<file path="config.mk">
export PLATFORM = sky130hd
export DESIGN_NAME = rgb_fifo_packer
export DESIGN_NICKNAME = d
export VERILOG_FILES = /design/src/rtl/rgb_fifo_packer.sv
export SDC_FILE = /design/constraint.sdc
export NUM_CORES = 1
export LEC_CHECK = 0
export ABC_AREA = 1
export CORE_UTILIZATION = 50
export CTS_CLUSTER_SIZE = 28
export DETAILED_ROUTE_END_ITERATION = 16
export PLACE_DENSITY = 0.7
export SYNTH_ARGS = -nofsm -noshare
export SYNTH_HDL_FRONTEND = slang
export SYNTH_SLANG_ARGS = --single-unit
</file>
<file path="constraint.sdc">
create_clock -name clock -period 5.3 [get_ports clock]
set_input_delay 0.53 -clock clock [delete_from_list [all_inputs] [get_ports clock]]
set_output_delay 0.53 -clock clock [all_outputs]
set_load 0.01 [all_outputs]
</file>
<file path="src/rtl/rgb_fifo_packer.sv">
// Packs a serial R,G,B channel stream into {R,G,B} words for the output FIFO, tracking frame geometry.
// Optional PACK_STATS_EN adds frame_cnt / drop_cnt statistics ports.
module rgb_fifo_packer #(
    parameter int DWIDTH   = 8,
    parameter int CHANNELS = 3
) (
    input  logic                         clock,
    input  logic                         reset_n,
    input  logic [10:0]                  width,
    input  logic [10:0]                  height,
    input  logic                         in_valid,
    output logic                         in_ready,
    input  logic [DWIDTH-1:0]            in_data,
    input  logic                         in_sof,
    output logic                         fifo_wrreq,
    output logic [CHANNELS*DWIDTH-1:0]   fifo_data,
    input  logic                         fifo_full,
    output logic                         frame_done,
    output logic                         sync_err
`ifdef PACK_STATS_EN
    ,
    output logic [15:0]                  frame_cnt,
    output logic [15:0]                  drop_cnt
`endif
);

    localparam int WORD_W = CHANNELS * DWIDTH;
    localparam int ACC_W  = (CHANNELS - 1) * DWIDTH;
    localparam int CI_W   = (CHANNELS > 1) ? $clog2(CHANNELS) : 1;
    localparam logic [CI_W-1:0] LAST_CH = CI_W'(CHANNELS - 1);

    typedef enum logic {IDLE, ACTIVE} state_t;

    state_t            state_q;
    logic [CI_W-1:0]   ch_idx_q;
    logic [21:0]       pix_cnt_q;
    logic [21:0]       total_q;
    logic [ACC_W-1:0]  acc_q;
    logic [WORD_W-1:0] word_q;
    logic              word_valid_q;
    logic              word_last_q;
    logic              sync_err_q;

    logic        wr_fire;
    logic        accept;
    logic        geom_ok;
    logic        last_pix;
    logic [21:0] total_d;

    assign wr_fire    = word_valid_q & ~fifo_full;
    assign fifo_wrreq = wr_fire;
    assign fifo_data  = word_q;
    assign frame_done = wr_fire & word_last_q;
    assign sync_err   = sync_err_q;

    // IDLE beats never complete a word, so they are always accepted even while a word is held.
    assign in_ready = (state_q == IDLE) | ~word_valid_q | ~fifo_full;
    assign accept   = in_valid & in_ready;
    assign geom_ok  = (width != 11'd0) && (height != 11'd0);
    assign total_d  = {11'd0, width} * {11'd0, height};
    assign last_pix = (pix_cnt_q + 22'd1) == total_q;

    always_ff @(posedge clock or negedge reset_n) begin
        if (!reset_n) begin
            state_q      <= IDLE;
            ch_idx_q     <= '0;
            pix_cnt_q    <= '0;
            total_q      <= '0;
            acc_q        <= '0;
            word_q       <= '0;
            word_valid_q <= 1'b0;
            word_last_q  <= 1'b0;
            sync_err_q   <= 1'b0;
        end else begin
            sync_err_q <= 1'b0;
            if (wr_fire) begin
                word_valid_q <= 1'b0;
                word_last_q  <= 1'b0;
            end
            if (accept) begin
                case (state_q)
                    IDLE: begin
                        if (in_sof) begin
                            if (geom_ok) begin
                                total_q   <= total_d;
                                acc_q     <= ACC_W'(in_data);
                                ch_idx_q  <= CI_W'(1);
                                pix_cnt_q <= '0;
                                state_q   <= ACTIVE;
                            end else begin
                                sync_err_q <= 1'b1;
                            end
                        end
                    end
                    ACTIVE: begin
                        if (in_sof) begin
                            // Misaligned start: drop the partial pixel but keep any held word.
                            sync_err_q <= (ch_idx_q != '0) || (pix_cnt_q != '0);
                            pix_cnt_q  <= '0;
                            if (geom_ok) begin
                                total_q  <= total_d;
                                acc_q    <= ACC_W'(in_data);
                                ch_idx_q <= CI_W'(1);
                            end else begin
                                ch_idx_q <= '0;
                                state_q  <= IDLE;
                            end
                        end else if (ch_idx_q == LAST_CH) begin
                            word_q       <= {acc_q, in_data};
                            word_valid_q <= 1'b1;
                            word_last_q  <= last_pix;
                            ch_idx_q     <= '0;
                            if (last_pix) begin
                                pix_cnt_q <= '0;
                                state_q   <= IDLE;
                            end else begin
                                pix_cnt_q <= pix_cnt_q + 22'd1;
                            end
                        end else begin
                            acc_q    <= ACC_W'({acc_q, in_data});
                            ch_idx_q <= ch_idx_q + CI_W'(1);
                        end
                    end
                    default: state_q <= IDLE;
                endcase
            end
        end
    end

`ifdef PACK_STATS_EN
    logic [15:0] frame_cnt_q;
    logic [15:0] drop_cnt_q;
    logic        drop_beat;

    assign drop_beat = accept & (state_q == IDLE) & (~in_sof | ~geom_ok);
    assign frame_cnt = frame_cnt_q;
    assign drop_cnt  = drop_cnt_q;

    always_ff @(posedge clock or negedge reset_n) begin
        if (!reset_n) begin
            frame_cnt_q <= '0;
            drop_cnt_q  <= '0;
        end else begin
            if (frame_done)
                frame_cnt_q <= frame_cnt_q + 16'd1;
            if (drop_beat && drop_cnt_q != 16'hFFFF)
                drop_cnt_q <= drop_cnt_q + 16'd1;
        end
    end
`endif

endmodule

</file>
==> results.cfg, run 1 <==
[outcome]
status = completed

[route]
drtAntennaViolNets = 0
drt-wirelength-per-cell_um = 13.5
dr_total_vias = 7857
route.final.wire_length_um = 21100
wirelength_met1_um = 9620
route.top_layer_used = met4
detail_route.vias_per_cell = 5.02
detailroute.wirelength.met2_um = 10400
post-route-drc-count = 0
initialDrtViolationCount = 447
drt_first_pass_iters = 6
route.met3.wl_um = 744

[grt]
grt_util_overall = 0.248
antenna_found_initial = 0
global_route.overflow_total = 0
grt_pass1_wl_um = 36000
grt_start_max_net_pins = 50
grt_pass1_vias = 7624

[sta]
setup_total_negative_slack_ns = 0
fmax_mhz = 198
tightestPinTransition_ns = 0.837
slew_headroom = 0.440
unrepaired_setup_endpoints_after_global_routing = false
report.final.slew_viol_count = 0
fin_ws_ns = 0.251
timing.final.crit_share = 0.953
clock-skew-final_ns = 0.00698
setup_viol = 0
final_hold_fails = 0
period_minus_slack_ns = 5.05

[min_path]
holdCritPathClass = input port to async pin

[critical_path]
worst_r2r_startpoint = pix_cnt_q[0]
crit_path_cell_trace = clkdlybuf4s50_1 -> nand2_1 -> fa_1 -> inv_1 -> fa_1 -> fa_1 -> fa_1 -> inv_1 -> fa_1 -> inv_1 -> ha_1 -> nand2_1 -> o21ai_0 -> a21oi_1 -> or2_2 -> nand3_1 -> o21ai_0
critical-path-top-delay-family = adder cells
crit_end = total_q[14]
timing.critical_path.slowest_cell_delay_ns = 0.60
cp.buffers_inverters = 4
cp_common_cell = sky130_fd_sc_hd__fa_1
crit_cells = 17
worst-r2r-setup-slack_ns = 2.43
critPathSlowestCell = sky130_fd_sc_hd__clkdlybuf4s50_1
required_ns = 5.50
r2r_end = pix_cnt_q[0]
timing.critical_path.to_type = register
critPathArrivalTime_ns = 5.25
critical_path_start_type = input port
critical_setup_path_class = input port to register
worst-r2r-cell-count = 14
crit_path_start = width[10]
cp_max_fo = 4

[cts]
tritoncts.num_buffers = 9
h_tree_levels = 3
ctsLongestPathBuffers = 2
cts.clk_slew.worst_paths_ns = 0.07
post-cts-setup-buffers = 0
cts_root_buf = sky130_fd_sc_hd__clkbuf_16
cts_num_sinks = 90
cts_tree = done
cts_resized = 0
post_cts_hold_buffer_count = 0
clock_insertion_delay_worst_skew_ns = 0.34

[floorplanning]
design.die.area_um2 = 18300
design.core.area_um2 = 17400
dieHeight_um = 135
design.portCount = 63
die-width_um = 135
initial_utilization = 0.512
fp-row-count = 48

[cells_and_area]
area_delta_synth_final_pct = 20.0
filler_cell_count = 1606
finalNetCount = 1512
layout.cells.most_common = sky130_fd_sc_hd__nand2_1
final_core_utilization = 0.614
antenna_cells = 0
most-common-layout-cells = sky130_fd_sc_hd__nand2_1 (373), sky130_fd_sc_hd__inv_1 (260), sky130_fd_sc_hd__dfrtp_1 (90)
drive_above_1_share = 0.107

[power_and_ir_drop]
design_power_total_w = 0.00466
power.switching_fraction = 0.424
power.internal_w = 0.00269
p_leak_nw = 5.91
clkPwrFrac = 0.139
combPwrFrac = 0.649
power.net_switching_w = 0.00198
power-per-cell-area_nw_per_um2 = 437
register_share_of_total_power = 0.212
ir_drop_mv = 0.341

[placed_design]
place_hpwl_um = 17100
routabilityCongestion = 0.922
buffer_ports.inserted = 62
worst_slack_after_detailed_placement_ns = -0.214

[synthesis]
netlist_instances = 1212
synth_simple_gate_area_share = 0.262
yosys_warnings = 0
synth_area_um2 = 8890
ys_ff_latch = 90
synth.distinct_cells = 39
synth_compound_gate_area_share = 0.0759
dominant_combinational_cell_family_by_area_after_synthesis = adder cells
synth_top_flop_cell = sky130_fd_sc_hd__dfrtp_1
muxShareOfSynthArea = 0
avgSynthCellArea_um2 = 7.33
yosys.area_share.adder = 0.267
asyncSetResetFlopFracSynth = 1.00
number_of_enable_type_register_cells_in_the_synthesized_netlist = 0
synth_xor_area_frac = 0.0118
seq_area_frac_synth = 0.253
syn-num-nets = 1389

[flow_run]
drv.max_cap_violation_count = 0
==> cell type report <==
type | count | area [um^2] | area share
multi-input combinational | 819 | 5520 | 0.518
sequential | 90 | 2250 | 0.211
timing repair buffer | 149 | 1310 | 0.123
inverter | 266 | 998 | 0.0936
tap | 225 | 282 | 0.0264
clock buffer | 10 | 229 | 0.0215
clock inverter | 6 | 73.8 | 0.00692
==> per-stage QoR <==
stage	cells	instance area [um^2]	hold WS (ns)
after floorplan	1212	8890	0.234
after global routing	1565	10700	0.186
after global placement	1549	10300	0.461
after detailed placement	1549	10300	0.466
final	1565	10700	0.157
after CTS	1565	10600	0.172
==> Yosys cell counts (3+ instances only) <==
master / instances / share of area
sky130_fd_sc_hd__buf_2: 6 / 0.0034
sky130_fd_sc_hd__fa_1: 80 / 0.18
sky130_fd_sc_hd__clkbuf_1: 30 / 0.013
sky130_fd_sc_hd__a211oi_1: 3 / 0.0025
sky130_fd_sc_hd__o21ai_1: 3 / 0.0017
sky130_fd_sc_hd__nor2_4: 4 / 0.0051
sky130_fd_sc_hd__nand4_1: 12 / 0.0084
sky130_fd_sc_hd__ha_1: 62 / 0.087
sky130_fd_sc_hd__nand2_1: 374 / 0.16
sky130_fd_sc_hd__nand3_1: 69 / 0.039
sky130_fd_sc_hd__or2_2: 3 / 0.0021
sky130_fd_sc_hd__inv_1: 260 / 0.11
sky130_fd_sc_hd__nor4_1: 9 / 0.0063
sky130_fd_sc_hd__xor2_1: 7 / 0.0069
sky130_fd_sc_hd__clkinv_1: 4 / 0.0017
sky130_fd_sc_hd__nand3b_1: 7 / 0.0059
sky130_fd_sc_hd__nor2_1: 49 / 0.021
sky130_fd_sc_hd__dfrtp_1: 90 / 0.25
sky130_fd_sc_hd__nor2_2: 5 / 0.0035
sky130_fd_sc_hd__a21oi_1: 21 / 0.012
sky130_fd_sc_hd__nand2_2: 4 / 0.0028
sky130_fd_sc_hd__o21ai_2: 11 / 0.011
sky130_fd_sc_hd__xnor2_1: 5 / 0.0049
sky130_fd_sc_hd__o32ai_1: 8 / 0.0079
sky130_fd_sc_hd__nor3_1: 8 / 0.0045
sky130_fd_sc_hd__o21ai_0: 61 / 0.034
==> logic make-up (layout without fill, tap and decap cells) <==
group                      after synthesis  in the layout
adders and majority gates              142            142
xor gates and xnor gates                12             12
DFF                                     90             90
and+or+nand+nor                        550            550
AOI/OAI and AO/OA                      115            115
buffers and inverters                  303            431
==> worst reg2reg max path, delay by kind of cell (launching register included) <==
kind	cells	cell delay, ns
AND/OR/NAND/NOR	12	1.89
flip-flops	1	0.44
AO/OA/AOI/OAI	1	0.17
adder cells (fa/ha/maj)	1	0.24
==> power by group through the flow <==
stage	clock, W	combinational [W]	sequential (W)
after floorplan	0	0.00173	0.00101
after global placement	0	0.00290	0.000992
after detailed placement	0	0.00294	0.000998
after CTS	0.000662	0.00296	0.000986
after global routing	0.000698	0.00345	0.00101
final	0.000649	0.00303	0.000988
==> flip-flops by register name, summed over array words and instances (netlist names) <==
signal        flops
acc_q            16
ch_idx_q          2
fifo_data        24
pix_cnt_q        22
state_q           1
sync_err          1
total_q          22
word_last_q       1
word_valid_q      1
==> worst min path at each step <==
stage                      start  cells after the start      endpoint
CTS                      reset_n                      1      acc_q[6]
finish                   reset_n                      1      acc_q[6]
global route             reset_n                      1      acc_q[6]
global placement    fifo_data[2]                      2  fifo_data[2]
floorplan                reset_n                      0      acc_q[0]
detailed placement  fifo_data[3]                      2  fifo_data[3]
==> per-layer routing <==
metal,vias to the layer above,global-route usage
met5,-,0
met2,172,0.436
met3,19,0.0183
met1,3716,0.332
met4,0,0.0599
li1,3950,-
No activity file was read; power rests on OpenSTA's default activity.
==> run 2, diff against run 1 <==
Settings changed: CAP_MARGIN set to 20.
==> results of run 2 <==
No change in the layout: final DEF, timing and power equal those of run 1.
